--- config.mk ---
export PLATFORM = sky130hd
export DESIGN_NAME = controle_cronometro
export DESIGN_NICKNAME = d
export VERILOG_FILES = /design/src/rtl/controle_cronometro_pkg.sv /design/src/rtl/controle_cronometro_debounce_botao.sv /design/src/rtl/controle_cronometro.sv
export SDC_FILE = /design/constraint.sdc
export NUM_CORES = 1
export LEC_CHECK = 0
export CORE_MARGIN = 4
export CORE_UTILIZATION = 40
export CTS_CLUSTER_SIZE = 24
export DETAILED_ROUTE_END_ITERATION = 6
export PLACE_DENSITY = 0.62
export SLEW_MARGIN = 20
export SYNTH_ARGS = -nofsm -noshare
export SYNTH_HDL_FRONTEND = slang
export SYNTH_SLANG_ARGS = --single-unit
--- constraint.sdc ---
create_clock -name clk_100hz -period 3.7 [get_ports clk_100hz]
set_input_delay 0.37 -clock clk_100hz [delete_from_list [all_inputs] [get_ports clk_100hz]]
set_output_delay 0.37 -clock clk_100hz [all_outputs]
set_load 0.05 [all_outputs]
--- src/rtl/controle_cronometro_pkg.sv ---
// ============================================================================
// Module   : controle_cronometro_pkg
// Purpose  : Shared state encoding and defaults for the stopwatch controller.
// Revision : 1.0 - initial release
// ============================================================================
`default_nettype none

package controle_cronometro_pkg;

    typedef enum logic [2:0] {
        ST_IDLE    = 3'd0,
        ST_RUNNING = 3'd1,
        ST_PAUSED  = 3'd2,
        ST_LAP     = 3'd3,
        ST_CLEAR   = 3'd4
    } estado_t;

    localparam int unsigned c_DEBOUNCE_TICKS_DEFAULT = 3;

    // The counter advances in RUNNING and keeps advancing behind a frozen lap.
    function automatic logic estado_conta(input estado_t st);
        return (st == ST_RUNNING) || (st == ST_LAP);
    endfunction

endpackage

`default_nettype wire

--- src/rtl/controle_cronometro_debounce_botao.sv ---
// ============================================================================
// Module   : debounce_botao
// Purpose  : Raw pushbutton to single-cycle press pulse (sync, debounce, edge).
// Revision : 1.0 - initial release
// ============================================================================
`default_nettype none

module debounce_botao
    import controle_cronometro_pkg::*;
#(
    parameter int unsigned DEBOUNCE_TICKS = c_DEBOUNCE_TICKS_DEFAULT,
    parameter bit          BTN_ACTIVE_LOW = 1'b1
) (
    input  logic clk_100hz,
    input  logic reset,
    input  logic i_btn_raw,
    output logic o_press
);

    localparam logic [3:0] c_TICKS        = 4'(DEBOUNCE_TICKS);
    localparam logic       c_RAW_RELEASED = BTN_ACTIVE_LOW;

    logic       r_sync1;
    logic       r_sync2;
    logic [1:0] r_valid;
    logic [3:0] r_count;
    logic [3:0] r_arm_cnt;
    logic       r_level;
    logic       r_armed;
    logic       r_press;
    logic       w_sample;
    logic [3:0] w_count_inc;
    logic [3:0] w_arm_inc;

    generate
        if (BTN_ACTIVE_LOW) begin : g_active_low
            assign w_sample = ~r_sync2;
        end else begin : g_active_high
            assign w_sample = r_sync2;
        end
    endgenerate

    assign w_count_inc = r_count + 4'd1;
    assign w_arm_inc   = r_arm_cnt + 4'd1;

    // Pulses stay disarmed after reset until the synchronized input has been
    // seen released for a full debounce window, so a key held through reset
    // must be let go and pressed again before it counts.
    always_ff @(posedge clk_100hz or negedge reset) begin
        if (!reset) begin
            r_sync1   <= c_RAW_RELEASED;
            r_sync2   <= c_RAW_RELEASED;
            r_valid   <= 2'b00;
            r_count   <= 4'd0;
            r_arm_cnt <= 4'd0;
            r_level   <= 1'b0;
            r_armed   <= 1'b0;
            r_press   <= 1'b0;
        end else begin
            r_sync1 <= i_btn_raw;
            r_sync2 <= r_sync1;
            r_valid <= {r_valid[0], 1'b1};
            r_press <= 1'b0;

            if (w_sample == r_level) begin
                r_count <= 4'd0;
            end else if (w_count_inc == c_TICKS) begin
                r_count <= 4'd0;
                r_level <= w_sample;
                r_press <= w_sample & r_armed;
            end else begin
                r_count <= w_count_inc;
            end

            if (!r_armed && r_valid[1]) begin
                if (w_sample) begin
                    r_arm_cnt <= 4'd0;
                end else if (w_arm_inc == c_TICKS) begin
                    r_armed <= 1'b1;
                end else begin
                    r_arm_cnt <= w_arm_inc;
                end
            end
        end
    end

    assign o_press = r_press;

endmodule

`default_nettype wire

--- src/rtl/controle_cronometro.sv ---
// ============================================================================
// Module   : controle_cronometro
// Purpose  : Stopwatch control FSM, lap snapshot and live/lap display mux.
// Revision : 1.0 - initial release
// ============================================================================
`default_nettype none

module controle_cronometro
    import controle_cronometro_pkg::*;
#(
    parameter int unsigned DEBOUNCE_TICKS = c_DEBOUNCE_TICKS_DEFAULT,
    parameter bit          BTN_ACTIVE_LOW = 1'b1
) (
    input  logic       clk_100hz,
    input  logic       reset,
    input  logic       btn_start_stop,
    input  logic       btn_lap_reset,
    input  logic [3:0] cnt_cs_u,
    input  logic [3:0] cnt_cs_d,
    input  logic [3:0] cnt_s_u,
    input  logic [3:0] cnt_s_d,
    output logic       cnt_enable,
    output logic       cnt_clear_n,
    output logic [3:0] disp_cs_u,
    output logic [3:0] disp_cs_d,
    output logic [3:0] disp_s_u,
    output logic [3:0] disp_s_d,
    output logic       led_running,
    output logic       led_lap
);

    estado_t    r_state;
    estado_t    w_state_next;
    logic       w_ss;
    logic       w_lr;
    logic       w_in_lap;
    logic       r_cnt_enable;
    logic       r_cnt_clear_n;
    logic       r_led_running;
    logic       r_led_lap;
    logic [3:0] r_snap_cs_u;
    logic [3:0] r_snap_cs_d;
    logic [3:0] r_snap_s_u;
    logic [3:0] r_snap_s_d;

    debounce_botao #(
        .DEBOUNCE_TICKS (DEBOUNCE_TICKS),
        .BTN_ACTIVE_LOW (BTN_ACTIVE_LOW)
    ) u_deb_start_stop (
        .clk_100hz (clk_100hz),
        .reset     (reset),
        .i_btn_raw (btn_start_stop),
        .o_press   (w_ss)
    );

    debounce_botao #(
        .DEBOUNCE_TICKS (DEBOUNCE_TICKS),
        .BTN_ACTIVE_LOW (BTN_ACTIVE_LOW)
    ) u_deb_lap_reset (
        .clk_100hz (clk_100hz),
        .reset     (reset),
        .i_btn_raw (btn_lap_reset),
        .o_press   (w_lr)
    );

    // Start/stop is tested first everywhere so it wins a same-cycle tie.
    always_comb begin
        w_state_next = r_state;
        case (r_state)
            ST_IDLE: begin
                if (w_ss) w_state_next = ST_RUNNING;
            end
            ST_RUNNING: begin
                if (w_ss)      w_state_next = ST_PAUSED;
                else if (w_lr) w_state_next = ST_LAP;
            end
            ST_LAP: begin
                if (w_ss)      w_state_next = ST_PAUSED;
                else if (w_lr) w_state_next = ST_RUNNING;
            end
            ST_PAUSED: begin
                if (w_ss)      w_state_next = ST_RUNNING;
                else if (w_lr) w_state_next = ST_CLEAR;
            end
            ST_CLEAR: begin
                w_state_next = ST_IDLE;
            end
            default: begin
                w_state_next = ST_IDLE;
            end
        endcase
    end

    always_ff @(posedge clk_100hz or negedge reset) begin
        if (!reset) begin
            r_state       <= ST_IDLE;
            r_cnt_enable  <= 1'b0;
            r_cnt_clear_n <= 1'b1;
            r_led_running <= 1'b0;
            r_led_lap     <= 1'b0;
            r_snap_cs_u   <= 4'd0;
            r_snap_cs_d   <= 4'd0;
            r_snap_s_u    <= 4'd0;
            r_snap_s_d    <= 4'd0;
        end else begin
            r_state       <= w_state_next;
            r_cnt_enable  <= estado_conta(w_state_next);
            r_cnt_clear_n <= (w_state_next != ST_CLEAR);
            r_led_running <= estado_conta(w_state_next);
            r_led_lap     <= (w_state_next == ST_LAP);
            if ((w_state_next == ST_LAP) && (r_state != ST_LAP)) begin
                r_snap_cs_u <= cnt_cs_u;
                r_snap_cs_d <= cnt_cs_d;
                r_snap_s_u  <= cnt_s_u;
                r_snap_s_d  <= cnt_s_d;
            end
        end
    end

    assign w_in_lap    = (r_state == ST_LAP);

    assign cnt_enable  = r_cnt_enable;
    assign cnt_clear_n = r_cnt_clear_n;
    assign led_running = r_led_running;
    assign led_lap     = r_led_lap;

    assign disp_cs_u   = w_in_lap ? r_snap_cs_u : cnt_cs_u;
    assign disp_cs_d   = w_in_lap ? r_snap_cs_d : cnt_cs_d;
    assign disp_s_u    = w_in_lap ? r_snap_s_u  : cnt_s_u;
    assign disp_s_d    = w_in_lap ? r_snap_s_d  : cnt_s_d;

endmodule

`default_nettype wire
After elaboration in Yosys (flattened, before gate mapping)

Cells that the tools add are included.

Register bits: 52
Latch bits: 0
Bits in writable memories: 0
ROM bits: 0
Bits of input ports: 20
Output and inout port bits: 20
Word-level logic and storage cells: 86
Memories kept: 0

Add/sub/neg operators: 4
Multiply operators: 0
Div/mod/pow operators: 0
Order comparisons: 0
Equal/unequal tests: 15
Shift-type cells: 0
Muxes and demuxes: 24
Bitwise gates (word level): 6
Reduce and logical (&&, ||, !) cells: 13

Operator list:

| kind                | number |
|---|---|
| $mux 4              | 12 |
| $mux 3              | 7 |
| $add 4x1->4 const B | 4 |
| $eq 4x2->1 const B  | 4 |
| $pmux 3 s4          | 1 |
| $eq 3x2->1 const B  | 3 |
| $reduce_and 2->1    | 4 |
| $eq 3x1->1 const B  | 2 |
| $reduce_and 3->1    | 2 |
| $mux 1              | 4 |
| $ne 2x2->1 const B  | 2 |
| $not 1->1           | 4 |
| $logic_and 1x1->1   | 3 |
| $logic_not 3->1     | 1 |
| $ne 3x2->1 const B  | 1 |
| $ne 3x3->1 const B  | 1 |
| $and 1x1->1         | 2 |
| $eq 1x1->1          | 2 |
| $logic_not 1->1     | 2 |
| $logic_or 1x1->1    | 1 |

Logic depth before layout (Yosys ltp)

Depth in word-level cells: 5
Gate-level depth with buffers: 6
Mapped depth without buffers: 6

Hierarchy

From an unflattened synthesis, not the netlist that was laid out.

Cells, all modules: 221
Area total of the unflattened synthesis: 2621.3 um^2

By module, submodules not included:

| module              | instances | cells an instance | area each (um^2) | seq. area each (um^2) |
|---|---|---|---|---|
| debounce_botao      | 2         | 74                | 760.7            | 377.9 |
| controle_cronometro | 1         | 73                | 1099.8           | 551.8 |

Least setup slack after synthesis

Ideal clock, no wire load.

Path kind: register -> output
From: register r_state[1]
To: output disp_cs_d[0]
Arrival: 1365 ps
Data required time: 3330 ps
Path slack: 1965 ps
Cell stages (with the launch flop): 4
Buffers on the path: 1
Cells stage by stage: dfrtp_1 > nand3b_1 > buf_2 > mux2_2

Word-level cells in the longest chain between the ends: 2

Ends and longest elaborated chain:

| what                   | RTL line                   | source |
|---|---|---|
| start, declared        | controle_cronometro.sv:32  | `estado_t r_state;` |
| start signal, assigned | controle_cronometro.sv:106 | `r_state <= w_state_next;` |
| $eq 3x2->1             | controle_cronometro.sv:120 | `assign w_in_lap = (r_state == ST_LAP);` |
| $mux 4                 | controle_cronometro.sv:128 | `assign disp_cs_d = w_in_lap ? r_snap_cs_d : cnt_cs_d;` |
| end, declared          | controle_cronometro.sv:25  | `output logic [3:0] disp_cs_d,` |

No other way between the ends.

Worst setup path in the final report

From: register r_state[2]
To: output disp_s_d[0]

Word-level cells in the longest chain between the ends: 2

Ends and longest elaborated chain:

| what          | RTL line                   | source |
|---|---|---|
| $eq 3x2->1    | controle_cronometro.sv:120 |  |
| $mux 4        | controle_cronometro.sv:130 | `assign disp_s_d = w_in_lap ? r_snap_s_d : cnt_s_d;` |
| end, declared | controle_cronometro.sv:27  | `output logic [3:0] disp_s_d,` |

No other way between the ends.

==> reports/results.tsv <==
metric	value	unit
sequential area share after synthesis	0.5175	
min Tclk post-route	2959	ps
vias in the first global route	1620	
CP max stage delay	800	ps
Worst setup startpoint	r_state[2]	
total wire length	4099	um
layout cell share with drive strength beyond 1	0.2040	
PortBufs	39	
CP endpoint kind	primary output	
Final setup viols	0	
top cells by area, synth	dfrtp_1 (46%), mux2_2 (15%), dfstp_2 (5.4%)	
Top Ports	40	
Util after Layout	0.5046	
Yosys reg bits	50	
# diodes	0	
std cell rows	28	
Synth top cells by count	dfrtp_1 (45), mux2_2 (32), nand2_1 (13), nor2_1 (10)	
Relative slew margins	0.3228	
crit path cell chain	nand3b_1 -> mux2_2 -> clkdlybuf4s50_1	
clock sink count	50	
H-tree depth	2	
Syn Nets	234	
die height	85.94	um
Tot Pwr	1.745	mW
clock skew	9.642	ps
clk buf depth	2	
total track usage	0.1249	
CTS tree	built	
worst vdd ir	0.0003690	V
Slowest-stage cell, CP	clkdlybuf4s50_1	
Reg area	0.001257	mm2
number of routed nets with antenna violations	0	
cells after synthesis	206	
status	completed	
final hold vios	0	
number of synthesized flops with an enable pin	0	
P&R area growth vs syn	22.97	%
worst-path maximum fanout	16	
syn avg cell area	11.80	um2
Post-Syn Area	0.002430	mm2
DRT iter0 DRCs	59	
core area	0.005921	mm2
DIE AREA	0.007386	mm2
NumNets Final	277	
min-delay worst type	flip-flop to flip-flop	
Int Pwr	1.101	mW
Slew @ Worst Pin	1012	ps
initial antenna violation count	0	
wire per inst	12.61	um
Detail Placement HPWL	3013	um
Async SR Flop Fraction	1.000	
via count	1616	
crit share post-route	0.7996	
post-synth top area share	0.4634	
Critical Path RT	3330	ps
multi-input logic area	0.001111	mm2
dominant synthesized flop cell	dfrtp_1	
Clock Tree Root	clkbuf_8	
Switch Pwr	644.2	uW
DR DRC count	0	
Max-cap violations	0	
clk slew on worst S/H paths	100	ps
startpoint of the worst hold path	u_deb_lap_reset.r_valid[0]	
largest net degree at the start of global routing	33	
Synth area leader	dfrtp_1	
worst flop-to-flop path startpoint	r_state[2]	
WS Path Type	flip-flop to primary output	
Initial Util	0.4104	
fmax	338.0	MHz
PD cells	584.1	mW/mm2
Yosys warnings	0	
cts bufs inserted	5	
post-synth cell types	43	
count leader, synth	dfrtp_1	
Switching Share	0.3691	
grt ovf	0	
setup TNS	0	ps
Max Slew Vio Count	0	
CP arrival	2590	ps
combinational share of power	0.340	
first-pass GRT wire length	7507	um
via density per instance	4.972	
LEAKAGE	1.327	nW
RSZ-0062 raised after global routing	no	
clock share of power	0.182	
Detailed Routing Iterations Pass 1	4	
Fill cells	529	
Sequential Power Share	0.477	
Startpoint Class	flip-flop	
Die Wd	85.94	um
worst skew pair latency	300	ps
placer's final routability congestion estimate	0.7391	
state kept, by name, indices dropped and copies added, names as in the netlist, 2 cells and up:
signal	cells
r_snap_s_u	4
r_snap_cs_u	4
r_snap_cs_d	4
u_deb_start_stop.r_arm_cnt	4
u_deb_lap_reset.r_arm_cnt	4
u_deb_lap_reset.r_count	4
r_snap_s_d	4
u_deb_lap_reset.r_valid	2
r_state	3
u_deb_start_stop.r_count	4
metrics by stage:
step,setup slack [ps],hold slack (ps),cells,cell area (um2)
floorplan,1965,74.41,206,2430
global placement,1062,325.7,316,2885
detailed placement,1048,332.5,316,2885
CTS,688.8,359.2,325,2988
global route,603.7,364.7,325,2988
finish,741.5,356.6,325,2988
what timing repair did:
| action | 4_1_cts | 5_1_grt |
|---|---|---|
| setup buffers | 0 | 0 |
| hold buffers | 1 | 0 |
| gates resized for setup | 0 | 0 |
| hold endpoints to repair | 5 | 0 |
area by class of cell:
type	count	area share
clock buffers	5	0.02303
clock inverters	3	0.007956
inverters	8	0.01005
multi-input cells	143	0.3719
flip-flops and latches	50	0.4209
well taps	75	0.03141
repair buffers	41	0.1348
power groups by stage:
stage	Combinational, mW	Clock [mW]	Sequential [mW]
6_report	0.594	0.318	0.833
5_1_grt	0.666	0.358	0.864
4_1_cts	0.605	0.336	0.833
3_3_place_gp	0.592	0	0.839
2_1_floorplan	0.430	0	0.836
3_5_place_dp	0.603	0	0.842
critical path: cells and delay by family (launching register included):
kind | cells | cell delay [ps]
buf+inv | 1 | 800
simple gates | 1 | 630
flops | 1 | 430
mux | 1 | 430
placed cells by master, fill, tap and decap left out, drive strengths merged, types with 4 or more instances in the layout:
| cell type | n |
|---|---|
| clkdlybuf4s50 | 38 |
| clkbuf | 5 |
| ha | 8 |
| dfstp | 5 |
| o21a | 4 |
| a21oi | 8 |
| nand2 | 13 |
| nand3 | 4 |
| nor2 | 10 |
| nand4 | 4 |
| xor2 | 5 |
| inv | 9 |
| dfrtp | 45 |
| mux2 | 32 |
| nand2b | 5 |
| nor3 | 8 |
path summary, 6_finish.rpt:
kind / slack [ps] / cells past startpoint / end
worst max-delay path: 740 / 3 / disp_s_d[0]
worst min-delay path: 360 / 0 / u_deb_lap_reset.r_valid[1]
worst max register to register: 1730 / 3 / r_snap_cs_u[0]
worst min register to register: 360 / 0 / u_deb_lap_reset.r_valid[1]
max in group asynchronous: 2410 / 3 / cnt_clear_n
min in group asynchronous: 520 / 2 / led_running
cells by family (layout without fill, tap and decap cells):
logic type,Yosys count,count (layout),synth area share
AND/OR/NAND/NOR,62,62,0.1442
buffers and inverters,13,57,0.02523
AO/OA/AOI/OAI,29,29,0.08085
multiplexers,35,35,0.1607
adder cells (fa/ha/maj),8,8,0.04120
XOR/XNOR,8,8,0.02884
other,1,1,0.001543
flip-flops,50,50,0.5175
metal layers:
metal,part of all wire,routed length [um],GRT usage,vias up
li1,-,-,-,811
met1,0.51,2078,0.1804,758
met2,0.41,1670,0.1829,43
met3,0.072,297,0.02978,4
met4,0.013,53,0.04317,0
met5,0,0,0,-
No activity file was read; power rests on OpenSTA's default activity.
==> edit: new RTL, same settings <==
Put a register stage on the output `disp_cs_d`, with the module's reset. The value now appears one clock later. The other outputs are not delayed to match.
--- a/src/rtl/controle_cronometro.sv
+++ b/src/rtl/controle_cronometro.sv
@@ -127,3 +127,9 @@
     assign disp_cs_u   = w_in_lap ? r_snap_cs_u : cnt_cs_u;
-    assign disp_cs_d   = w_in_lap ? r_snap_cs_d : cnt_cs_d;
+    always_ff @(posedge clk_100hz or negedge reset) begin
+        if (!reset) begin
+            disp_cs_d <= '0;
+        end else begin
+            disp_cs_d <= w_in_lap ? r_snap_cs_d : cnt_cs_d;
+        end
+    end
     assign disp_s_u    = w_in_lap ? r_snap_s_u  : cnt_s_u;
Function: changed (Yosys sat finds a counterexample within 4 cycles, from zero or initial values and one cycle with reset low).
==> edit against the unedited design <==
- worst setup slack improved by 0.022 ns
- sequential cell count rose by 4
- first-iteration DRC count fell by 61%
- non-clock buffer count rose by 1
- sequential share of layout area rose by 1.5 points
- design area rose by 4.2%
- area after synthesis rose by 4.7%
- wire length rose by 4.9%
- power rose by 2.6%
==> edit: results (changes against the unedited design) <==
[placed_design]
gp_congestion = 0.760  ; +2.8%
post-dp-hpwl_mm = 2.99  ; -0.78%

[setup_path]
worstReg2RegStart = u_deb_start_stop.r_arm_cnt[0]
cp_max_fo = 14  ; -2
worst_r2r_path_depth = 6  ; +3
reg2reg_to = u_deb_start_stop.r_arm_cnt[0]
crit_end = disp_s_u[3]
cp.arrival_ns = 2.57  ; -0.02 ns
ff2ff_setup_slack_ns = 1.81  ; +0.08 ns

[power_and_ir_drop]
p_leak_uw = 0.00139  ; +4.5%
ir_drop_v = 0.000310  ; -16%

[route]
drt_first_iter_violations = 23  ; -61%
vias = 1686  ; +4.3%
first_pass_iters = 4  ; unchanged

[sta]
tightest_slew_ns = 0.768  ; -0.244 ns
tns_ns = 0  ; unchanged
fin_worst_skew_ns = 0.00561  ; -0.00403 ns

[synth]
synth_top_area_frac = 0.482  ; +0.0184
async_flop_share = 1.00  ; unchanged
yosys.cell_types.count = 42  ; -2.3%
syn_nets = 241  ; +3.0%
netlist_top_cells_count = 49 x dfrtp_1, 32 x mux2_2, 13 x nand2_1
synth_area_leaders = dfrtp_1 48%, mux2_2 14%, dfstp_2 5.2%, ha_1 3.9%, nand2_1 1.9%
yosysSeqAreaShare = 0.533  ; +0.0159

[cells_and_area]
final_nets = 285  ; +2.9%
drive_gt1_frac = 0.202  ; -0.00245
nFillCells = 574  ; +8.5%

[min_path]
hold_path.class = input pin to async pin

[global_route]
grt_pass1_wl_mm = 7.13  ; -5.0%
grt_usage = 0.116  ; -0.00880
grt_max_degree = 31  ; -6.1%

[run_status]
status = finished clean

-- edit: cell types whose count changed in the layout (fill, tap and decap cells not counted), moves of 2 or more --
cell / delta
dfrtp_1: +4
o21ai_0: +3
clkinvlp_4: -2
nor4b_1: +2
and3_1: +2
or4b_1: +2
nand4_1: -2
-- edit: how the worst min path moves through the flow --
stage / endpoint / slack, ns / cells after the start
2_1_floorplan: disp_cs_d[0] / 0.07 / 0
3_3_place_gp: u_deb_lap_reset.r_valid[1] / 0.33 / 0
3_5_place_dp: u_deb_start_stop.r_sync2 / 0.35 / 0
4_1_cts: r_snap_s_u[2] / 0.06 / 1
5_1_grt: r_snap_s_u[2] / 0.07 / 1
6_report: r_snap_s_u[1] / 0.04 / 1
-- edit: cells by family after synthesis --
logic type      synth area share
buf+inv                   0.0216
fa+ha+maj                 0.0393
compound gates            0.0792
flops                      0.533
mux                        0.149
xor+xnor                  0.0241
other cells              0.00147
simple gates               0.151
-- edit: worst max-delay path: stages, from the launching register on --
cell	delay (ns)
dfrtp_1	0.42
nand3b_1	0.62
mux2_2	0.42
clkdlybuf4s50_1	0.80
-- edit: area by class of cell --
type                    instances  area [sq um]  area share
flip-flops and latches         54          1360       0.436
multi-input cells             147          1130       0.364
clock buffers                   7          86.3      0.0277
clock inverters                 1          5.00     0.00161
inverters                       7          26.3     0.00844
well taps                      75          93.8      0.0301
repair buffers                 42           412       0.132
-- edit: layer usage --
layer	wire length, um	global-route usage
met1	2100	0.154
met2	1830	0.184
met3	327	0.0357
met4	49	0.0335
met5	0	0
-- edit: stage by stage --
step	setup slack, ns	cell area (sq um)	power (uW)	cells	util
floorplan	1.96	2540	1300	213	-
global placement	1.12	3010	1470	324	0.497
detailed placement	1.07	3010	1480	324	0.497
CTS	0.713	3100	1820	332	0.512
global route	0.622	3110	1920	333	0.514
finish	0.763	3110	1790	333	0.514
-- edit: power by group --
group	switching (uW)	internal, uW	leakage [uW]
Sequential	134	740	0.000697
Clock	179	151	0.0000482
Combinational	318	269	0.000642
Total	631	1160	0.00139
